==> src/rtl/fp32_multiplier_if.sv <==
// Start/done handshake bundle between the FP unit sequencer and the
// single-precision multiplier. The sequencer owns the request side (master),
// the multiplier owns the result side (slave).
interface fp32_multiplier_if;
   logic        mul_start;
   logic [31:0] op1;
   logic [31:0] op2;
   logic [31:0] mul_result;
   logic        mul_done;
   logic        mul_overflow;

   modport master (
      output mul_start,
      output op1,
      output op2,
      input  mul_result,
      input  mul_done,
      input  mul_overflow
   );

   modport slave (
      input  mul_start,
      input  op1,
      input  op2,
      output mul_result,
      output mul_done,
      output mul_overflow
   );
endinterface

==> src/rtl/fp32_multiplier.sv <==
// Multi-cycle IEEE-754 single-precision multiplier.
// A start pulse in IDLE captures both operands; the product walks through
// MULT -> NORM -> ROUND -> DONE, one state per clock. The result and the
// overflow flag are written in ROUND and held until the next completion;
// mul_done strobes for the single DONE cycle. Denormal inputs are treated as
// zero, and results below the normal range flush to signed zero.
module fp32_multiplier (
   input  logic              clk,
   input  logic              n_rst,
   fp32_multiplier_if.slave  bus
);

   typedef enum logic [2:0] {
      IDLE,
      MULT,
      NORM,
      ROUND,
      DONE
   } state_t;

   localparam logic [31:0] QNAN = 32'h7FC0_0000;

   state_t             state;

   // Captured operands (sign bits are folded into sign_q at capture)
   logic [30:0]        a_q;
   logic [30:0]        b_q;
   logic               sign_q;

   // Datapath pipeline registers reused across the FSM states
   logic [47:0]        prod_q;
   logic signed [9:0]  exp_q;
   logic [23:0]        mant_q;
   logic               guard_q;
   logic               round_q;
   logic               sticky_q;
   logic               special_q;
   logic [31:0]        special_val_q;

   // Registered outputs
   logic [31:0]        result_q;
   logic               done_q;
   logic               ovf_q;

   // Operand field decode
   logic [7:0]         exp_a;
   logic [7:0]         exp_b;
   logic [22:0]        frac_a;
   logic [22:0]        frac_b;
   logic               a_nan;
   logic               b_nan;
   logic               a_inf;
   logic               b_inf;
   logic               a_zero;
   logic               b_zero;

   // MULT-stage combinational results
   logic [47:0]        product_c;
   logic signed [9:0]  exp_sum_c;
   logic               special_c;
   logic [31:0]        special_val_c;

   // NORM-stage combinational results
   logic [23:0]        norm_mant_c;
   logic signed [9:0]  norm_exp_c;
   logic               norm_guard_c;
   logic               norm_round_c;
   logic               norm_sticky_c;

   // ROUND-stage combinational results
   logic               round_up_c;
   logic [24:0]        rounded_c;
   logic [22:0]        final_frac_c;
   logic signed [9:0]  final_exp_c;
   logic [31:0]        result_c;
   logic               ovf_c;

   assign exp_a  = a_q[30:23];
   assign exp_b  = b_q[30:23];
   assign frac_a = a_q[22:0];
   assign frac_b = b_q[22:0];

   assign a_nan  = (exp_a == 8'hFF) && (frac_a != 23'd0);
   assign b_nan  = (exp_b == 8'hFF) && (frac_b != 23'd0);
   assign a_inf  = (exp_a == 8'hFF) && (frac_a == 23'd0);
   assign b_inf  = (exp_b == 8'hFF) && (frac_b == 23'd0);
   assign a_zero = (exp_a == 8'h00);
   assign b_zero = (exp_b == 8'h00);

   // Significand product, unbiased-exponent sum and special-operand bypass
   always_comb begin
      product_c     = {24'd0, 1'b1, frac_a} * {24'd0, 1'b1, frac_b};
      exp_sum_c     = $signed({2'b00, exp_a}) + $signed({2'b00, exp_b}) - 10'sd127;
      special_c     = 1'b0;
      special_val_c = 32'd0;
      if (a_nan || b_nan) begin
         special_c     = 1'b1;
         special_val_c = QNAN;
      end else if ((a_inf && b_zero) || (b_inf && a_zero)) begin
         special_c     = 1'b1;
         special_val_c = QNAN;
      end else if (a_inf || b_inf) begin
         special_c     = 1'b1;
         special_val_c = {sign_q, 8'hFF, 23'd0};
      end else if (a_zero || b_zero) begin
         special_c     = 1'b1;
         special_val_c = {sign_q, 31'd0};
      end
   end

   // Bring the product into [1,2) and split off guard/round/sticky
   always_comb begin
      if (prod_q[47]) begin
         norm_mant_c   = prod_q[47:24];
         norm_guard_c  = prod_q[23];
         norm_round_c  = prod_q[22];
         norm_sticky_c = |prod_q[21:0];
         norm_exp_c    = exp_q + 10'sd1;
      end else begin
         norm_mant_c   = prod_q[46:23];
         norm_guard_c  = prod_q[22];
         norm_round_c  = prod_q[21];
         norm_sticky_c = |prod_q[20:0];
         norm_exp_c    = exp_q;
      end
   end

   // Round to nearest even, renormalise on carry-out, then range-check
   always_comb begin
      round_up_c = guard_q & (round_q | sticky_q | mant_q[0]);
      rounded_c  = {1'b0, mant_q} + {24'd0, round_up_c};
      if (rounded_c[24]) begin
         final_frac_c = rounded_c[23:1];
         final_exp_c  = exp_q + 10'sd1;
      end else begin
         final_frac_c = rounded_c[22:0];
         final_exp_c  = exp_q;
      end

      ovf_c    = 1'b0;
      result_c = {sign_q, final_exp_c[7:0], final_frac_c};
      if (special_q) begin
         result_c = special_val_q;
      end else if (final_exp_c >= 10'sd255) begin
         result_c = {sign_q, 8'hFF, 23'd0};
         ovf_c    = 1'b1;
      end else if (final_exp_c <= 10'sd0) begin
         result_c = {sign_q, 31'd0};
      end
   end

   // Sequencing FSM with registered result, overflow and done strobe
   always_ff @(posedge clk) begin
      if (n_rst) begin
         state         <= IDLE;
         a_q           <= 31'd0;
         b_q           <= 31'd0;
         sign_q        <= 1'b0;
         prod_q        <= 48'd0;
         exp_q         <= 10'sd0;
         mant_q        <= 24'd0;
         guard_q       <= 1'b0;
         round_q       <= 1'b0;
         sticky_q      <= 1'b0;
         special_q     <= 1'b0;
         special_val_q <= 32'd0;
         result_q      <= 32'd0;
         done_q        <= 1'b0;
         ovf_q         <= 1'b0;
      end else begin
         case (state)
            IDLE: begin
               done_q <= 1'b0;
               if (bus.mul_start) begin
                  a_q    <= bus.op1[30:0];
                  b_q    <= bus.op2[30:0];
                  sign_q <= bus.op1[31] ^ bus.op2[31];
                  state  <= MULT;
               end
            end
            MULT: begin
               prod_q        <= product_c;
               exp_q         <= exp_sum_c;
               special_q     <= special_c;
               special_val_q <= special_val_c;
               state         <= NORM;
            end
            NORM: begin
               mant_q   <= norm_mant_c;
               exp_q    <= norm_exp_c;
               guard_q  <= norm_guard_c;
               round_q  <= norm_round_c;
               sticky_q <= norm_sticky_c;
               state    <= ROUND;
            end
            ROUND: begin
               result_q <= result_c;
               ovf_q    <= ovf_c;
               done_q   <= 1'b1;
               state    <= DONE;
            end
            DONE: begin
               done_q <= 1'b0;
               state  <= IDLE;
            end
            default: begin
               done_q <= 1'b0;
               state  <= IDLE;
            end
         endcase
      end
   end

   assign bus.mul_result   = result_q;
   assign bus.mul_done     = done_q;
   assign bus.mul_overflow = ovf_q;

endmodule

==> src/flat_wrapper.sv <==
// flat-port wrapper written by rule: the top's interface ports become plain ports
module fp32_multiplier_flat 
  (clk, n_rst, bus_mul_start, bus_op1, bus_op2, bus_mul_result, bus_mul_done, bus_mul_overflow);
  fp32_multiplier_if bus_i ();
  input  logic clk;
  input  logic n_rst;
  input wire logic [$bits(bus_i.mul_start)-1:0] bus_mul_start;
  input wire logic [$bits(bus_i.op1)-1:0] bus_op1;
  input wire logic [$bits(bus_i.op2)-1:0] bus_op2;
  output wire logic [$bits(bus_i.mul_result)-1:0] bus_mul_result;
  output wire logic [$bits(bus_i.mul_done)-1:0] bus_mul_done;
  output wire logic [$bits(bus_i.mul_overflow)-1:0] bus_mul_overflow;
  assign bus_i.mul_start = bus_mul_start;
  assign bus_i.op1 = bus_op1;
  assign bus_i.op2 = bus_op2;
  assign bus_mul_result = bus_i.mul_result;
  assign bus_mul_done = bus_i.mul_done;
  assign bus_mul_overflow = bus_i.mul_overflow;
  fp32_multiplier u_core (.clk(clk), .n_rst(n_rst), .bus(bus_i));
endmodule
==> config.mk <==
export PLATFORM = sky130hd
export DESIGN_NAME = fp32_multiplier_flat
export DESIGN_NICKNAME = d
export VERILOG_FILES = /design/src/rtl/fp32_multiplier_if.sv /design/src/rtl/fp32_multiplier.sv /design/src/flat_wrapper.sv
export SDC_FILE = /design/constraint.sdc
export NUM_CORES = 2
export LEC_CHECK = 0
export BUFFER_PORTS_ARGS = -buffer_cell sky130_fd_sc_hd__buf_2
export CAP_MARGIN = 15
export CORE_MARGIN = 8
export CORE_UTILIZATION = 55
export CTS_CLUSTER_SIZE = 12
export DETAILED_ROUTE_END_ITERATION = 10
export HOLD_SLACK_MARGIN = 0.1
export PLACE_DENSITY = 0.69
export SLEW_MARGIN = 20
export SYNTH_ARGS = -nofsm -noshare
export SYNTH_HDL_FRONTEND = slang
export SYNTH_SLANG_ARGS = --single-unit
==> constraint.sdc <==
create_clock -name clk -period 15.85 [get_ports clk]
set_input_delay 3.17 -clock clk [delete_from_list [all_inputs] [get_ports clk]]
set_output_delay 3.17 -clock clk [all_outputs]
set_load 0.01 [all_outputs]
==> out/metrics.cfg <==
[outcome]
outcome = finished clean

[min_path]
whs_path_depth = 2
hold_path_startpoint = u_core.bus.mul_result[21]$_SDFFE_PP0P_
hold_class = flip-flop to flip-flop
min_to = u_core.bus.mul_result[21]$_SDFFE_PP0P_

[synthesis]
syn_inst = 3164
synth_simple_gate_area_share_pct = 18.1
syn_area_um2 = 27000
synth_ff_type = dfxtp_1
synth_compound_area_share_pct = 8.92
synth_cell_type_count = 70
synth_top_family_by_area = adder cells
synth_warnings = 0
synthAdderAreaFrac_pct = 44.4
synthArstFlopShare_pct = 0
postSynthAreaPerCell_um2 = 8.52
synthMuxAreaShare_pct = 1.04
syn_nets = 3898
synth_edf_count = 0
ys_seq_area_share_pct = 14.0
synth_seq_cells = 189
synth-xor-area-share_pct = 2.83

[worst_setup_path]
max_stage_delay_ns = 0.91
critPathBufInv = 7
cp.arrival_ns = 8.80
startpoint_type = flip-flop
worstReg2RegEnd = u_core.prod_q[44]$_SDFFE_PP0P_
cpMostUsedCell = fa_1
crit_family = adder cells
cp-end-kind = flip-flop
cpMaxStageDelayCell = dfxtp_1
critPathKind = flip-flop to flip-flop
reg2regPathDepth = 25
regToRegSetupSlack_ns = 7.42
cp_data_required_time_ns = 16.22
worst_r2r_startpoint = u_core.b_q[8]$_SDFFE_PP0P_
cp_max_fo = 18
setup.worst_path.start = u_core.b_q[8]$_SDFFE_PP0P_

[clock_tree]
numCtsBuffers = 17
cts_setup_buffers = 0
clock_latency_ns = 0.49
h-tree-depth = 4
cts_tree = built
cts_sinks = 189
cts-root-buf = clkbuf_16
postCtsHoldBufs = 0
clock_path_buffers = 2
path_clk_slew_ns = 0.09
ctsResizeCount = 0

[drt]
firstDrtPassIters = 7
routed_wl_um = 75800
vias_per_cell = 5.71
drt_iter0_drc = 1510
ant_nets = 0
drcViolationCount = 0
wl_per_cell_um = 20.0
vias = 21638

[die]
fp.dieH_um = 237
io_pins = 101
core-area_um2 = 48600
die_area_um2 = 56400
core.rowCount = 81
die_w_um = 237
start_util_pct = 55.4

[sta]
timing.setup.tns_ns = 0
clock_skew_ns = 0.0184
hold_ws_ns = 0.453
finalMaxSlewViolations = 0
fin_ws_ns = 7.42
relSlewSlack_pct = 22.8
finalHoldViolCount = 0
rsz0062_at_grt = false
period_needed_ns = 8.43
tightest_slew_ns = 1.16
finalSetupViolCount = 0
max_freq_ghz = 0.119
post-route-period-util_pct = 53.2

[finish]
fillers = 4359
final_util_pct = 58.7
drive_above_1_share_pct = 6.55
area_growth_pct = 5.91
fin_nets = 3883

[grt]
grt-ovfl-total = 0
grt_pass1_wl_um = 124000
grt_pass1_vias = 23157
grt_max_degree = 89
track_usage_pct = 27.9
antenna_found_initial = 3

[place]
dpl.hpwl_um = 57800
globalplace.congestion = 0.919
port_buffers = 100
post-place-ws_ns = 7.63

[power_and_ir_drop]
power_density_nw_per_um2 = 59.8
ir_drop_v = 0.0000770
total_leakage_power_nw = 13.6

[run]
cap_violations = 0

## per-layer routing
metal,track usage [%],vias to the layer above,routed length [µm]
li1,-,9703,-
met1,34.9,10910,30800
met2,46.6,809,36100
met3,4.94,216,5210
met4,13.4,0,3720
met5,0,-,0
## kinds of logic (layout without fill, tap and decap cells)
kind of cell / Yosys count / after routing
AOI/OAI and AO/OA: 385 / 385
adders and majority gates: 667 / 667
and+or+nand+nor: 1046 / 1046
xor gates and xnor gates: 87 / 87
DFF: 189 / 189
muxes: 28 / 28
other: 0 / 4
buffers and inverters: 762 / 760
## synth_stat cells (all sizes together), types with 28 or more instances
master	n	area [µm²]
a211oi	37	278
a21oi	174	871
and2	250	1570
clkbuf	163	612
dfxtp	189	3780
fa	483	9670
ha	184	2300
inv	581	2180
mux2i	28	280
nand2	528	1980
nand3	33	165
nand4	29	196
nor2	134	513
o21ai	61	305
xnor2	56	490
xor2	31	272
## layout by cell type, fill, tap and decap left out, types with 21 or more instances in the layout
cell / instances
inv_1: 581
nand2_1: 528
fa_1: 483
and2_1: 247
ha_1: 184
dfxtp_1: 184
a21oi_1: 174
nor2_1: 132
buf_2: 99
xnor2_1: 56
buf_4: 45
o21ai_0: 41
a211oi_1: 37
nand3_1: 33
xor2_1: 31
nand4_1: 28
mux2i_1: 28
a21o_1: 23
nor4_1: 21
## registers in the layout, indices dropped and copies added, names as in the netlist
signal	flops
u_core.bus.mul_overflow	1
u_core.special_q	1
u_core.bus.mul_done	1
u_core.guard_q	1
u_core.a_q	31
u_core.prod_q	48
u_core.special_val_q	3
u_core.sign_q	1
u_core.bus.mul_result	32
u_core.state	3
u_core.exp_q	10
u_core.round_q	1
u_core.sticky_q	1
u_core.b_q	31
u_core.mant_q	24
## area by class of cell
type                    count  area (µm²)  share of cell area, %
inverters                 584        2190                   7.68
repair buffers            144         833                   2.92
well taps                 622         778                   2.72
multi-input cells        2213       20300                   71.1
diodes                      4        10.0                 0.0350
clock inverters            15         213                  0.745
clock buffers              17         425                   1.49
flip-flops and latches    189        3790                   13.3
## worst reg2reg max path, cell delays in order (launching register included)
cell,delay [ns]
dfxtp_1,0.91
clkinv_1,0.71
nor2_1,0.31
fa_1,0.47
fa_1,0.51
inv_1,0.05
fa_1,0.47
inv_1,0.05
fa_1,0.50
inv_1,0.05
fa_1,0.54
inv_1,0.05
fa_1,0.49
inv_1,0.05
fa_1,0.48
inv_1,0.05
ha_1,0.42
nand4_1,0.13
o21bai_1,0.15
o31a_1,0.19
nor3b_1,0.54
a31oi_1,0.29
o21ai_1,0.31
nand3_1,0.14
mux2i_1,0.13
a311o_1,0.32
## power by group
part / internal (mW) / total (mW) / switching, mW
Sequential: 0.507 / 0.555 / 0.0477
Combinational: 0.250 / 0.689 / 0.438
Clock: 0.231 / 0.464 / 0.233
## worst max-delay path by stage
stage          slack (ns)  depth (start not counted)                        endpoint
5_1_grt              6.99                         25  u_core.prod_q[44]$_SDFFE_PP0P_
3_5_place_dp         7.63                         25  u_core.prod_q[44]$_SDFFE_PP0P_
6_report             7.42                         25  u_core.prod_q[44]$_SDFFE_PP0P_
2_1_floorplan        8.97                         28  u_core.prod_q[44]$_SDFFE_PP0P_
4_1_cts              7.58                         25  u_core.prod_q[44]$_SDFFE_PP0P_
3_3_place_gp         7.72                         25  u_core.prod_q[44]$_SDFFE_PP0P_
## stage by stage
stage / power, mW / instances / area (µm²)
detailed placement: 1.25 / 3752 / 27900
floorplan: 1.03 / 3164 / 27000
CTS: 1.71 / 3784 / 28500
global route: 1.83 / 3787 / 28600
finish: 1.71 / 3788 / 28600
global placement: 1.23 / 3752 / 27900
Note: power is estimated with default switching activity, not from simulation.
